===== config.mk =====
export PLATFORM = sky130hd
export DESIGN_NAME = fifo_rd_ctrl
export DESIGN_NICKNAME = d
export VERILOG_FILES = /design/src/rtl/fifo_rd_ctrl.sv
export SDC_FILE = /design/constraint.sdc
export NUM_CORES = 1
export LEC_CHECK = 0
export ABC_CLOCK_PERIOD_IN_PS = 4300
export CAP_MARGIN = 20
export CORE_ASPECT_RATIO = 0.7
export CORE_MARGIN = 2
export CORE_UTILIZATION = 48
export DETAILED_ROUTE_END_ITERATION = 16
export GPL_ROUTABILITY_DRIVEN = 0
export PLACE_DENSITY_LB_ADDON = 0.05
export SLEW_MARGIN = 20
export SYNTH_ARGS = -nofsm -noshare
export SYNTH_HDL_FRONTEND = slang
export SYNTH_SLANG_ARGS = --single-unit

===== constraint.sdc =====
create_clock -name R_CLK -period 4.3 [get_ports R_CLK]
set_input_delay 0.645 -clock R_CLK [delete_from_list [all_inputs] [get_ports R_CLK]]
set_output_delay 0.645 -clock R_CLK [all_outputs]
set_load 0.01 [all_outputs]

===== src/rtl/fifo_rd_ctrl.sv =====
// Read-side controller of the async FIFO: read pointer, EMPTY/level tracking,
// RAM read issue and a 2-entry first-word-fall-through output buffer.
module fifo_rd_ctrl #(
    parameter int ADDRESS_BITS = 3,
    parameter int DATA_WIDTH   = 8
) (
    input  logic                    R_CLK,
    input  logic                    R_RST,
    input  logic [ADDRESS_BITS:0]   RQ2_WPTR,
    output logic [ADDRESS_BITS:0]   R_PTR,
    output logic [ADDRESS_BITS-1:0] R_ADDR,
    output logic                    R_EN,
    input  logic [DATA_WIDTH-1:0]   RD_DATA,
    output logic [DATA_WIDTH-1:0]   DOUT,
    output logic                    DOUT_VALID,
    input  logic                    DOUT_READY,
    output logic                    EMPTY,
    output logic [ADDRESS_BITS:0]   R_LEVEL
);
    localparam int PW = ADDRESS_BITS + 1;

    logic [PW-1:0]         rbin;
    logic [PW-1:0]         rbin_next;
    logic [PW-1:0]         rgray_next;
    logic [PW-1:0]         wbin;
    logic                  inflight;
    logic                  pop;
    logic [1:0]            occ;
    logic [2:0]            credit;
    logic [DATA_WIDTH-1:0] buf0;
    logic [DATA_WIDTH-1:0] buf1;

    function automatic logic [PW-1:0] gray2bin(input logic [PW-1:0] g);
        logic [PW-1:0] b;
        b[PW-1] = g[PW-1];
        for (int i = PW - 2; i >= 0; i--) begin
            b[i] = b[i+1] ^ g[i];
        end
        return b;
    endfunction

    assign pop        = DOUT_VALID & DOUT_READY;
    assign DOUT_VALID = (occ != 2'd0);
    assign DOUT       = buf0;
    assign R_ADDR     = rbin[ADDRESS_BITS-1:0];

    // Buffer occupancy after this edge; issuing only while it is below 2
    // leaves room for the word that lands one cycle later.
    assign credit     = {1'b0, occ} + {2'b00, inflight} - {2'b00, pop};
    assign R_EN       = !EMPTY && (credit < 3'd2);

    assign rbin_next  = rbin + {{ADDRESS_BITS{1'b0}}, R_EN};
    assign rgray_next = rbin_next ^ (rbin_next >> 1);
    assign wbin       = gray2bin(RQ2_WPTR);

    always_ff @(posedge R_CLK or posedge R_RST) begin
        if (R_RST) begin
            rbin     <= '0;
            R_PTR    <= '0;
            EMPTY    <= 1'b1;
            R_LEVEL  <= '0;
            inflight <= 1'b0;
        end else begin
            rbin     <= rbin_next;
            R_PTR    <= rgray_next;
            EMPTY    <= (rgray_next == RQ2_WPTR);
            R_LEVEL  <= wbin - rbin_next;
            inflight <= R_EN;
        end
    end

    always_ff @(posedge R_CLK or posedge R_RST) begin
        if (R_RST) begin
            occ  <= 2'd0;
            buf0 <= '0;
            buf1 <= '0;
        end else begin
            occ <= credit[1:0];
            case ({pop, inflight})
                2'b01: begin
                    if (occ == 2'd0) buf0 <= RD_DATA;
                    else             buf1 <= RD_DATA;
                end
                2'b10: buf0 <= buf1;
                2'b11: begin
                    // Head leaves first; the arriving word lands behind whatever remains.
                    if (occ == 2'd1) begin
                        buf0 <= RD_DATA;
                    end else begin
                        buf0 <= buf1;
                        buf1 <= RD_DATA;
                    end
                end
                default: ;
            endcase
        end
    end

endmodule


==> qor.yml <==
hold_ws_ns: 0.482
via_per_inst: 5.13
drt_first_pass_iters: 4
crit_type: "in -> out"
clk_latency_ns: 0.27
synthXorXnorAreaFrac: 0.105
synth_cell_type_count: 32
period_minus_slack_ns: 3.92
setup_tns_ns: 0
hp-start: "buf1[1]"
synth_flop_cell: "dfrtp_1"
cp_slowest_cell: "clkdlybuf4s50_1"
place_hpwl_um: 2270
critical-path-top-delay-family: "buffers and inverters"
synth_seq_cells: 31
grt_start_max_net_pins: 21
tightest_slew_ns: 0.631
async_reset_ff_frac: 1.00
drc_errors: 0
hold_path_end: "DOUT[1]"
maxCapViolations: 0
path_buf_inv: 5
ir_worst_vdd_v: 0.000509
drive_above_1_share: 0.136
synth_edf_count: 0
endpoint_kind: "primary output"
ys_seq_area_frac: 0.528
ctsHoldBuffers: 0
die_h_um: 50.3
timing.final.crit_share: 0.913
numCtsBuffers: 5
synth_top_family_by_area: "XOR/XNOR gates"
relSlewSlack: 0.579
drt_iter0_markers: 54
h-tree-depth: 2
cts_root_buf: "clkbuf_8"
wl_um: 3110
nets: 189
core_area_um2: 2860
antenna_found_initial: 0
num_antenna_cells: 0
r2r_start: "occ[1]"
syn_area_um2: 1470
synth_cells: 123
syn_to_final_growth_pct: 35.5
grt_usage: 0.192
most-common-layout-cells: "36 x clkdlybuf4s50_1, 30 x dfrtp_1, 21 x nand2_1"
pin_count: 37
synth_mux_area_frac: 0.0833
ff2ff_path_depth: 15
crit_arrival_ns: 3.28
portBuffers: 36
crit_path_max_fanout: 5
grt_overflow: 0
status: "finished clean"
grt_pass1_vias: 1085
synth-compound-area-share: 0.0901
ctsResizeCount: 0
max_freq_mhz: 255
power_density_nw_per_um2: 903
final_common_cell: "clkdlybuf4s50_1"
skew_ns: 0.00387
cts.path.max_buffers: 2
yosysWarnings: 0
synth_fa_ha_area_frac: 0.0638
nFillCells: 187
die_w_um: 70.2
r2r_slack_ns: 0.87
cts_tree: "built"
min_path_cells: 2
power.leakage_nw: 0.886
grt_pass1_wl_um: 5020
cpPeakStageDelay_ns: 0.53
wire_per_inst_um: 15.1
hp-class: "reg -> reg"
syn_nets: 144
clk_pin_slew_ns: 0.06
dpl_cell_area_um2: 1890
slew_violations: 0
final_cell_area_um2: 1990
fp-row-count: 16
finalHoldViolations: 0
die-area_um2: 3530
yosys.area_share.simple: 0.103
start_kind: "input pin"
cts_num_sinks: 31
timing.rr.end: "R_LEVEL[2]"
rsz0062_at_grt: "no"
crit_required_ns: 3.65
path_cells: "clkdlybuf4s50_1, nor2b_1, or2_2, ha_1, inv_1, fa_1, inv_1, nor3_1, buf_4, clkdlybuf4s50_1"
finalSetupViolCount: 0
synth_area_per_cell_um2: 12.0
cts_setup_buffers: 0
ant_nets: 0
vias: 1051
floorplan.initialDensity: 0.514
## report_power, final
part	total, mW	switching (mW)	internal, mW
combinational	0.999	0.478	0.522
clock	0.247	0.101	0.146
sequential	0.556	0.104	0.452
## synth_stat cells (all sizes together) (2+ instances only)
cell type  count  share of area
nor3           2         0.0068
mux2i          2          0.022
ha             5          0.043
or2            3          0.014
xnor2          7          0.047
mux2           8          0.061
xor2           9          0.059
a211oi         2          0.014
dfrtp         30           0.51
nand2         21          0.054
nor2           3         0.0077
nor2b          3          0.013
a22oi          8          0.041
inv            9          0.023
## stage by stage
step / worst slack, ns / utilization / total power, mW / cells
after global placement: 0.286 / 0.662 / 1.52 / 197
after global routing: 0.227 / 0.697 / 1.93 / 205
final: 0.376 / 0.697 / 1.80 / 205
after floorplan: 0.706 / - / 1.16 / 123
after CTS: 0.371 / 0.697 / 1.82 / 205
after detailed placement: 0.192 / 0.662 / 1.54 / 197
## registers in the layout, indices dropped and copies added (netlist names)
| name | flops |
|---|---|
| DOUT | 8 |
| EMPTY | 1 |
| R_LEVEL | 4 |
| R_PTR | 4 |
| buf1 | 8 |
| inflight | 1 |
| occ | 2 |
| rbin | 3 |
## area by class of cell
class	count	area (µm²)	share of cell area
repair buffers	39	383	0.192
well taps	36	45.0	0.0226
clock buffers	8	100	0.0502
inverters	9	33.8	0.0169
flip-flops and latches	31	777	0.390
multi-input cells	82	656	0.329
## layer usage
layer	track usage	vias to the layer above	part of all wire
met2	0.311	27	0.47
met1	0.244	520	0.47
li1	-	500	-
met3	0.0602	4	0.044
met4	0.0705	0	0.015
met5	0	-	0
## worst register-to-register path: cells and delay by family, from the launching register on
family	cells	cell delay [ns]
fa+ha+maj	5	1.42
simple gates	4	0.64
flops	1	0.54
xor+xnor	2	0.34
compound gates	2	0.27
buf+inv	2	0.10
## worst max path at each step
stage / endpoint / depth (start not counted) / start / slack, ns
2_1_floorplan: R_LEVEL[2] / 15 / DOUT_READY / 0.71
3_3_place_gp: R_LEVEL[2] / 16 / DOUT_READY / 0.29
3_5_place_dp: R_LEVEL[2] / 16 / DOUT_READY / 0.19
4_1_cts: R_EN / 11 / DOUT_READY / 0.37
5_1_grt: R_LEVEL[2] / 16 / DOUT_READY / 0.23
6_report: R_EN / 10 / DOUT_READY / 0.38
## cells by family (layout without fill, tap and decap cells)
logic type	Yosys count	count (layout)
mux	10	10
compound gates	15	15
xor+xnor	16	16
flops	31	31
fa+ha+maj	7	7
buf+inv	10	56
simple gates	34	34
Power figures use the tool's default switching activity.
